`config.mk`:
```
export PLATFORM = sky130hd
export DESIGN_NAME = sr_frame_sequencer_flat
export DESIGN_NICKNAME = d
export VERILOG_FILES = /design/src/rtl/sr_frame_sequencer_if.sv /design/src/rtl/sr_frame_sequencer.sv /design/src/flat_wrapper.sv
export SDC_FILE = /design/constraint.sdc
export NUM_CORES = 1
export LEC_CHECK = 0
export BUFFER_PORTS_ARGS = -buffer_cell sky130_fd_sc_hd__buf_4
export CAP_MARGIN = 20
export CORE_MARGIN = 5
export CORE_UTILIZATION = 40
export CTS_BUF_LIST = sky130_fd_sc_hd__clkbuf_2 sky130_fd_sc_hd__clkbuf_4 sky130_fd_sc_hd__clkbuf_8
export DETAILED_ROUTE_END_ITERATION = 10
export PLACE_DENSITY = 0.59
export SYNTH_ARGS = -nofsm -noshare
export SYNTH_HDL_FRONTEND = slang
export SYNTH_SLANG_ARGS = --single-unit
```
`constraint.sdc`:
```
create_clock -name clk -period 2.74 [get_ports clk]
set_clock_uncertainty 0.2 [all_clocks]
set_input_delay 0.548 -clock clk [delete_from_list [all_inputs] [get_ports clk]]
set_output_delay 0.548 -clock clk [all_outputs]
set_load 0.02 [all_outputs]
```
`src/rtl/sr_frame_sequencer_if.sv`:
```
// Purpose: control/status bundle between the SR frame sequencer and its ROM, LUT, frame memory and datapath.
// Latency: none; this file only declares wires.
// Backpressure: none; start/lut_reload are single-cycle requests and every other signal is a free-running strobe or tag.
interface sr_frame_sequencer_if #(
  parameter int WIDTH  = 114,
  parameter int HEIGHT = 172,
  parameter int ADDR_W = 15,
  parameter int LUT_AW = 12
);
  localparam int XW = (WIDTH  > 1) ? $clog2(WIDTH)  : 1;
  localparam int YW = (HEIGHT > 1) ? $clog2(HEIGHT) : 1;

  logic              start;
  logic              lut_reload;
  logic [LUT_AW-1:0] rom_addr1;
  logic [LUT_AW-1:0] rom_addr2;
  logic              lut_we;
  logic [LUT_AW-1:0] lut_waddr1;
  logic [LUT_AW-1:0] lut_waddr2;
  logic              pix_rd;
  logic [ADDR_W-1:0] pix_addr;
  logic              lb_en;
  logic              out_valid;
  logic [XW-1:0]     out_x;
  logic [YW-1:0]     out_y;
  logic              lut_ready;
  logic              busy;
  logic              frame_done;

  // Sequencer side.
  modport master (
    input  start, lut_reload,
    output rom_addr1, rom_addr2, lut_we, lut_waddr1, lut_waddr2,
    output pix_rd, pix_addr, lb_en, out_valid, out_x, out_y,
    output lut_ready, busy, frame_done
  );

  // Environment side.
  modport slave (
    output start, lut_reload,
    input  rom_addr1, rom_addr2, lut_we, lut_waddr1, lut_waddr2,
    input  pix_rd, pix_addr, lb_en, out_valid, out_x, out_y,
    input  lut_ready, busy, frame_done
  );
endinterface

```
`src/rtl/sr_frame_sequencer.sv`:
```
// Purpose: preloads the SR LUT from ROM two words per cycle, then streams one frame and tags datapath outputs.
// Latency: pixel (0,0) reaches the output slot PIPE_LAT cycles after the first pix_rd; frame_done follows the last slot.
// Backpressure: none; a frame runs free once started, and start/lut_reload are ignored while streaming or draining.
module sr_frame_sequencer #(
  parameter int WIDTH     = 114,
  parameter int HEIGHT    = 172,
  parameter int ADDR_W    = 15,
  parameter int LUT_DEPTH = 3392,
  parameter int LUT_AW    = 12,
  parameter int PIPE_LAT  = 232,
  parameter int BORDER    = 2
) (
  input logic                  clk,
  input logic                  rst,
  sr_frame_sequencer_if.master bus
);
  localparam int XW = (WIDTH  > 1) ? $clog2(WIDTH)  : 1;
  localparam int YW = (HEIGHT > 1) ? $clog2(HEIGHT) : 1;
  localparam int BW = LUT_AW - 1;
  localparam int LW = $clog2(PIPE_LAT + 1);

  localparam logic [BW-1:0] BASE_LAST = BW'(LUT_DEPTH / 2 - 1);
  localparam logic [XW-1:0] X_LAST    = XW'(WIDTH - 1);
  localparam logic [YW-1:0] Y_LAST    = YW'(HEIGHT - 1);
  localparam logic [LW-1:0] LAT_LAST  = LW'(PIPE_LAT - 1);
  localparam logic [LW-1:0] LAT_END   = LW'(PIPE_LAT);

  typedef enum logic [2:0] {
    S_IDLE, S_LOAD, S_LFLUSH, S_READY, S_STREAM, S_DRAIN, S_DONE
  } state_t;

  state_t            state, nxt;
  logic [BW-1:0]     base;
  logic              pending;
  logic              lut_we;
  logic [LUT_AW-1:0] lut_waddr1, lut_waddr2;
  logic              lut_ready;
  logic [XW-1:0]     in_x;
  logic [YW-1:0]     in_y;
  logic [ADDR_W-1:0] pix_addr;
  logic              rd_d1;
  logic              lb_en;
  logic [LW-1:0]     lat_cnt;
  logic              slot_on;
  logic [XW-1:0]     out_x;
  logic [YW-1:0]     out_y;

  logic [LUT_AW-1:0] rom_addr1, rom_addr2;
  logic              pix_rd, busy, frame_done, out_valid;
  logic              in_last, slot_last, lat_arm;

  assign in_last   = (in_x == X_LAST) && (in_y == Y_LAST);
  assign slot_last = slot_on && (out_x == X_LAST) && (out_y == Y_LAST);
  // The latency counter only runs until the first output slot opens.
  assign lat_arm   = ((state == S_STREAM) || (state == S_DRAIN)) && (lat_cnt != LAT_END);

  // State register.
  always_ff @(posedge clk) begin
    if (rst) state <= S_IDLE;
    else     state <= nxt;
  end

  // Next-state decode and the outputs that follow directly from the state.
  always_comb begin
    nxt        = state;
    rom_addr1  = '0;
    rom_addr2  = '0;
    pix_rd     = 1'b0;
    busy       = 1'b1;
    frame_done = 1'b0;
    case (state)
      S_IDLE: begin
        busy = 1'b0;
        if (bus.start || bus.lut_reload) nxt = S_LOAD;
      end
      S_LOAD: begin
        rom_addr1 = {base, 1'b0};
        rom_addr2 = {base, 1'b1};
        if (base == BASE_LAST) nxt = S_LFLUSH;
      end
      S_LFLUSH: begin
        // The final ROM word pair is written this cycle.
        nxt = (pending || bus.start) ? S_STREAM : S_READY;
      end
      S_READY: begin
        busy = 1'b0;
        if (bus.lut_reload) nxt = S_LOAD;
        else if (bus.start) nxt = S_STREAM;
      end
      S_STREAM: begin
        pix_rd = 1'b1;
        if (in_last) nxt = S_DRAIN;
      end
      S_DRAIN: begin
        if (slot_last) nxt = S_DONE;
      end
      S_DONE: begin
        frame_done = 1'b1;
        nxt        = S_READY;
      end
      default: begin
        busy = 1'b0;
        nxt  = S_IDLE;
      end
    endcase
  end

  // LUT preload: walk base over the ROM, and delay addresses by the one-cycle ROM read latency.
  always_ff @(posedge clk) begin
    if (rst) begin
      base       <= '0;
      lut_we     <= 1'b0;
      lut_waddr1 <= '0;
      lut_waddr2 <= '0;
    end else begin
      if (state == S_LOAD) base <= (base == BASE_LAST) ? '0 : base + 1'b1;
      lut_we     <= (state == S_LOAD);
      lut_waddr1 <= rom_addr1;
      lut_waddr2 <= rom_addr2;
    end
  end

  // LUT-valid flag and a start request remembered across a preload.
  always_ff @(posedge clk) begin
    if (rst) begin
      lut_ready <= 1'b0;
      pending   <= 1'b0;
    end else begin
      if (state == S_LFLUSH)   lut_ready <= 1'b1;
      else if (nxt == S_LOAD)  lut_ready <= 1'b0;

      if (state == S_LFLUSH) begin
        pending <= 1'b0;
      end else if (bus.start && ((state == S_IDLE) || (state == S_LOAD) ||
                                 ((state == S_READY) && bus.lut_reload))) begin
        pending <= 1'b1;
      end
    end
  end

  // Input raster; pix_addr is a running count that always equals in_y*WIDTH+in_x.
  always_ff @(posedge clk) begin
    if (rst) begin
      in_x     <= '0;
      in_y     <= '0;
      pix_addr <= '0;
      rd_d1    <= 1'b0;
    end else begin
      rd_d1 <= pix_rd;
      if (pix_rd) begin
        if (in_last) begin
          in_x     <= '0;
          in_y     <= '0;
          pix_addr <= '0;
        end else begin
          pix_addr <= pix_addr + 1'b1;
          if (in_x == X_LAST) begin
            in_x <= '0;
            in_y <= in_y + 1'b1;
          end else begin
            in_x <= in_x + 1'b1;
          end
        end
      end
    end
  end

  // Line buffer runs from two cycles after the first read until the frame completes.
  always_ff @(posedge clk) begin
    if (rst)                lb_en <= 1'b0;
    else if (nxt == S_DONE) lb_en <= 1'b0;
    else if (rd_d1)         lb_en <= 1'b1;
  end

  // Pipeline latency count, then the raster walk of output slots; the final slot goes straight to DONE, which clears the tags.
  always_ff @(posedge clk) begin
    if (rst) begin
      lat_cnt <= '0;
      slot_on <= 1'b0;
      out_x   <= '0;
      out_y   <= '0;
    end else begin
      if (state == S_DONE) lat_cnt <= '0;
      else if (lat_arm)    lat_cnt <= lat_cnt + 1'b1;

      if (lat_arm && (lat_cnt == LAT_LAST)) begin
        slot_on <= 1'b1;
      end else if (slot_on) begin
        if (slot_last) begin
          slot_on <= 1'b0;
          out_x   <= '0;
          out_y   <= '0;
        end else if (out_x == X_LAST) begin
          out_x <= '0;
          out_y <= out_y + 1'b1;
        end else begin
          out_x <= out_x + 1'b1;
        end
      end
    end
  end

  assign out_valid = slot_on &&
                     (int'(out_x) >= BORDER) && (int'(out_x) < WIDTH - BORDER) &&
                     (int'(out_y) >= BORDER) && (int'(out_y) < HEIGHT - BORDER);

  assign bus.rom_addr1  = rom_addr1;
  assign bus.rom_addr2  = rom_addr2;
  assign bus.lut_we     = lut_we;
  assign bus.lut_waddr1 = lut_waddr1;
  assign bus.lut_waddr2 = lut_waddr2;
  assign bus.pix_rd     = pix_rd;
  assign bus.pix_addr   = pix_addr;
  assign bus.lb_en      = lb_en;
  assign bus.out_valid  = out_valid;
  assign bus.out_x      = out_x;
  assign bus.out_y      = out_y;
  assign bus.lut_ready  = lut_ready;
  assign bus.busy       = busy;
  assign bus.frame_done = frame_done;
endmodule

```
`src/flat_wrapper.sv`:
```
// flat-port wrapper written by rule: the top's interface ports become plain ports
module sr_frame_sequencer_flat 
#(
  parameter int WIDTH     = 114,
  parameter int HEIGHT    = 172,
  parameter int ADDR_W    = 15,
  parameter int LUT_DEPTH = 3392,
  parameter int LUT_AW    = 12,
  parameter int PIPE_LAT  = 232,
  parameter int BORDER    = 2
)
  (clk, rst, bus_start, bus_lut_reload, bus_rom_addr1, bus_rom_addr2, bus_lut_we, bus_lut_waddr1, bus_lut_waddr2, bus_pix_rd, bus_pix_addr, bus_lb_en, bus_out_valid, bus_out_x, bus_out_y, bus_lut_ready, bus_busy, bus_frame_done);
  sr_frame_sequencer_if #(.WIDTH(WIDTH), .HEIGHT(HEIGHT), .ADDR_W(ADDR_W), .LUT_AW(LUT_AW)) bus_i ();
  input logic clk;
  input logic rst;
  input wire logic [$bits(bus_i.start)-1:0] bus_start;
  input wire logic [$bits(bus_i.lut_reload)-1:0] bus_lut_reload;
  output wire logic [$bits(bus_i.rom_addr1)-1:0] bus_rom_addr1;
  output wire logic [$bits(bus_i.rom_addr2)-1:0] bus_rom_addr2;
  output wire logic [$bits(bus_i.lut_we)-1:0] bus_lut_we;
  output wire logic [$bits(bus_i.lut_waddr1)-1:0] bus_lut_waddr1;
  output wire logic [$bits(bus_i.lut_waddr2)-1:0] bus_lut_waddr2;
  output wire logic [$bits(bus_i.pix_rd)-1:0] bus_pix_rd;
  output wire logic [$bits(bus_i.pix_addr)-1:0] bus_pix_addr;
  output wire logic [$bits(bus_i.lb_en)-1:0] bus_lb_en;
  output wire logic [$bits(bus_i.out_valid)-1:0] bus_out_valid;
  output wire logic [$bits(bus_i.out_x)-1:0] bus_out_x;
  output wire logic [$bits(bus_i.out_y)-1:0] bus_out_y;
  output wire logic [$bits(bus_i.lut_ready)-1:0] bus_lut_ready;
  output wire logic [$bits(bus_i.busy)-1:0] bus_busy;
  output wire logic [$bits(bus_i.frame_done)-1:0] bus_frame_done;
  assign bus_i.start = bus_start;
  assign bus_i.lut_reload = bus_lut_reload;
  assign bus_rom_addr1 = bus_i.rom_addr1;
  assign bus_rom_addr2 = bus_i.rom_addr2;
  assign bus_lut_we = bus_i.lut_we;
  assign bus_lut_waddr1 = bus_i.lut_waddr1;
  assign bus_lut_waddr2 = bus_i.lut_waddr2;
  assign bus_pix_rd = bus_i.pix_rd;
  assign bus_pix_addr = bus_i.pix_addr;
  assign bus_lb_en = bus_i.lb_en;
  assign bus_out_valid = bus_i.out_valid;
  assign bus_out_x = bus_i.out_x;
  assign bus_out_y = bus_i.out_y;
  assign bus_lut_ready = bus_i.lut_ready;
  assign bus_busy = bus_i.busy;
  assign bus_frame_done = bus_i.frame_done;
  sr_frame_sequencer #(.WIDTH(WIDTH), .HEIGHT(HEIGHT), .ADDR_W(ADDR_W), .LUT_DEPTH(LUT_DEPTH), .LUT_AW(LUT_AW), .PIPE_LAT(PIPE_LAT), .BORDER(BORDER)) u_core (.clk(clk), .rst(rst), .bus(bus_i));
endmodule
```
* Word-level counts from Yosys, hierarchy flattened
Cells that the tools add are included.
Word-level totals: logic and storage cells 98, bits in registers 97, output and inout bits 85, bits of input ports 4
Cells by class: mux-type cells 28, eq/ne operators 15, $add $sub $neg 7, $lt $le $gt $ge 4, reduce and logical (&&, ||, !) cells 27, bitwise logic cells 1
Operators with widths (number):
- 8-bit two-way mux | 4
- 7-bit two-way mux | 4
- 8-bit by 1-bit adder with 8-bit output (second input constant) | 3
- 8-bit equality test (second input constant) | 3
- 12-bit two-way mux | 2
- 3-bit two-way mux | 7
- 3-bit case mux with 7 select lines | 1
- 15-bit by 1-bit adder with 15-bit output (second input constant) | 1
- 15-bit two-way mux | 1
- 7-bit by 1-bit adder with 7-bit output (second input constant) | 2
- 7-bit equality test (second input constant) | 2
- 3-bit equality test (second input constant) | 4
- 11-bit by 1-bit adder with 11-bit output (second input constant) | 1
- 11-bit equality test (second input constant) | 1
- 1-bit logical AND | 11
- 11-bit two-way mux | 1
- 8-bit by 2-bit >= comparator with 1-bit output (second input constant) | 1
- 8-bit < comparator (second input constant) | 1
- 1-bit two-way mux | 8
- 8-bit inequality test (second input constant) | 1
- 7-bit by 2-bit >= comparator with 1-bit output (second input constant) | 1
- 7-bit < comparator (second input constant) | 1
- 3-bit by 1-bit equality test with 1-bit output (second input constant) | 2
- 3-bit by 2-bit equality test with 1-bit output (second input constant) | 2
- 8 further kinds | 17

* Depth between registers and ports, before layout
depth after elaboration 8, depth in mapped cells 9, mapped depth without buffers 8

* Worst setup path after synthesis
OpenSTA, ideal clock, no wires.
path kind register to output, start point reg u_core.state[0], end point out bus_rom_addr2[10], required time 1.992 ns, buffers on the path 2, cell stages (with the launch flop) 7, slack 0.236 ns, arrival time 1.756 ns, path through dfxtp_1 > ha_1 > nand2_1 > inv_2 > clkbuf_1 > and2_1 > buf_4
Between the ends: word-level cells in the longest chain between the ends 2
Ends and longest elaborated chain:
- from (decl) | line sr_frame_sequencer.sv:32 | state_t state, nxt;
- from (signal assigned) | line sr_frame_sequencer.sv:60 | else state <= nxt;
- 3-bit by 1-bit equality test with 1-bit output | line sr_frame_sequencer.sv:71 | case (state)
- 12-bit two-way mux | line sr_frame_sequencer.sv:71
- to (decl) | line flat_wrapper.sv:19 | output wire logic [$bits(bus_i.rom_addr2)-1:0] bus_rom_addr2;
No other way between the ends.

* Worst setup path after layout
start point reg u_core.state[1], end point out bus_rom_addr1[1]
Between the ends: word-level cells in the longest chain between the ends 2
Ends and longest elaborated chain:
- 3-bit by 1-bit equality test with 1-bit output | line sr_frame_sequencer.sv:71
- 12-bit two-way mux | line sr_frame_sequencer.sv:71
- to (decl) | line flat_wrapper.sv:18 | output wire logic [$bits(bus_i.rom_addr1)-1:0] bus_rom_addr1;
No other way between the ends.

==> metrics.cfg <==
[outcome]
status=finished clean

[logic_synthesis]
synth_mux_area_frac=0.00968
synthTopCellsByArea=dfxtp_1, nor2_1, xor2_1
synth_common_cells=dfxtp_1, nor2_1, and2_1
synth_fa_ha_area_frac=0.0423
synthXorXnorAreaFrac=0.102
synth_area_um2=4140
synth_compound_area_frac=0.0792
syn_area_per_cell_um2=8.58
synth_cells=482
async_flop_share=0
yosysMostFrequentCell=dfxtp_1
synthSimpleGateAreaFrac=0.285
synth_cell_types=56
ys_ff_latch=84
synth_top_cell_by_area=dfxtp_1
yosysSeqAreaShare=0.407
synth_edf_count=0
synth_ff_type=dfxtp_1
synth-warning-count=0
synth_top_area_share=0.407
synth_top_family_by_area=simple AND/OR/NAND/NOR gates

[placement]
io_buffers=86
gp_congestion=0.810
dp_hpwl_mm=6.68
placed_area_um2=4750
dp_cells=672

[clocking]
cts_sinks=84
clk_pin_slew_ns=0.08
cts_max_level=3
clock_path_buffers=2
insertion_delay_ns=0.36
cts_made_buffers=9
cts_tree=built
cts_root_buf=clkbuf_8

[floorplanning]
die_w_um=112
num_rows=37
dieArea_um2=12500
ios=89
die_y_um=112
initial_core_util=0.406
core-area_um2=10200

[layout]
drive_above_1_share=0.237
stdcell_count=688
fin_nets=565
area_growth_pct=20.7
stdcell_area_um2=4990
final_util=0.490
multi_input_area_um2=2150
nFillCells=1007
register_area_um2=1680
n_antenna_cell=0

[power_and_ir_drop]
p_total_mw=2.38
power.leakage_nw=1.99
pwr_density_cell_nw_per_um2=477
peakVddDrop_v=0.000218

[setup_path]
cp_data_arrival_time_ns=1.83
crit_fanout=18
r2r_cells=7
startpoint_type=flip-flop
path_class=reg -> out
end_kind=primary output
worstPathRequired_ns=1.99

[routing]
drc=0
drtAntennaViolNets=0
drt_iter0_drc=134
wl_per_cell_um=13.2
vias=3462
first_pass_iters=4
wl_mm=9.11
via_per_inst=5.03

[timing]
tns_ns=0
finalSetupViolCount=0
hold_viol=0
max_freq_mhz=387
drv_slew=0
post-route-min-period_ns=2.58
fin_crit_sh=0.942
slew_headroom=0.599
rsz0062_at_grt=false
worstMarginPinSlew_ns=0.598

[grt]
grt-ovfl-total=0
grt_pass1_wl_mm=15.4
grtUsageTotal=0.146
grt_max_degree=30
antenna_found_initial=0
grt_pass1_vias=3241

[min_path]
min_path_cells=2
min_path_type=reg -> reg

[job]
drv_cap=0

[per-layer routing]
metal  track usage  vias to the layer above  wire (um)
met5             0                        -          0
met4        0.0681                        0        234
met3        0.0391                       19        586
met2         0.229                       92       4070
met1         0.188                     1611       4220
li1              -                     1740          -
[placed cells by master (no fill, tap or decap), types with 4 or more instances in the layout]
master,count
and2_1,28
or3_1,4
nand2_1,24
o21ai_0,10
nand4b_1,4
or2_2,6
nor4_1,8
mux2i_1,4
dfxtp_1,82
buf_4,92
xor2_1,27
inv_1,14
nor2_1,81
ha_1,13
nand3_1,16
nor3_1,16
nand4_1,17
clkbuf_8,9
a21oi_1,14
xnor2_1,21
[critical path: stages, from the launching register on]
cell and delay (ns):
dfxtp_1 0.43, inv_1 0.09, ha_2 0.23, nand2_2 0.16, clkinv_4 0.14, and2_1 0.24
buf_4 0.17
[stage by stage]
stage | hold slack (ns) | setup slack (ns)
floorplan | 0.248 | 0.236
global placement | 0.277 | 0.352
detailed placement | 0.281 | 0.290
CTS | 0.296 | 0.0620
global route | 0.338 | 0.0267
finish | 0.295 | 0.159
[power by group]
part	leakage, nW	switching (mW)	internal [mW]
clock	0.102	0.470	0.518
sequential	0.678	0.0116	1.23
combinational	1.21	0.101	0.0494
total	1.99	0.582	1.80
[area by class of cell]
class / count / share of cell area
repair buffers: 92 / 0.138
clock buffers: 9 / 0.0248
well taps: 136 / 0.0341
flip-flops and latches: 84 / 0.337
inverters: 17 / 0.0140
clock inverters: 7 / 0.0201
multi-input cells: 343 / 0.431
[state kept, by name, indices dropped and copies added, names as in the netlist]
| name | cells |
|---|---|
| u_core.bus.pix_addr | 15 |
| u_core.base | 11 |
| u_core.bus.lut_waddr2 | 11 |
| u_core.bus.out_y | 8 |
| u_core.in_y | 8 |
| u_core.lat_cnt | 8 |
| u_core.bus.out_x | 7 |
| u_core.in_x | 7 |
| u_core.state | 3 |
| u_core.bus.lb_en | 1 |
| u_core.bus.lut_ready | 1 |
| u_core.bus.lut_waddr1 | 1 |
| u_core.pending | 1 |
| u_core.rd_d1 | 1 |
| u_core.slot_on | 1 |
[repair_timing]
item | in CTS | in global routing
gates resized for setup | 3 | 4
setup endpoints to repair | 5 | 9
setup buffers | 0 | 0
hold buffers | 0 | 0
[path summary, 6_finish.rpt]
check | start | endpoint | slack [ns]
max | u_core.state[1] | bus_rom_addr1[1] | 0.16
min | u_core.in_x[6] | u_core.in_x[6] | 0.30
max reg2reg | u_core.state[1] | u_core.bus.out_y[5] | 0.29
min reg2reg | u_core.in_x[6] | u_core.in_x[6] | 0.30
[logic make-up after synthesis]
kind of cell               after synthesis
AOI/OAI and AO/OA                       47
xor gates and xnor gates                48
adders and majority gates               14
buffers and inverters                   56
DFF                                     84
muxes                                    4
other                                    1
and+or+nand+nor                        228
Note: power is estimated with default switching activity, not from simulation.
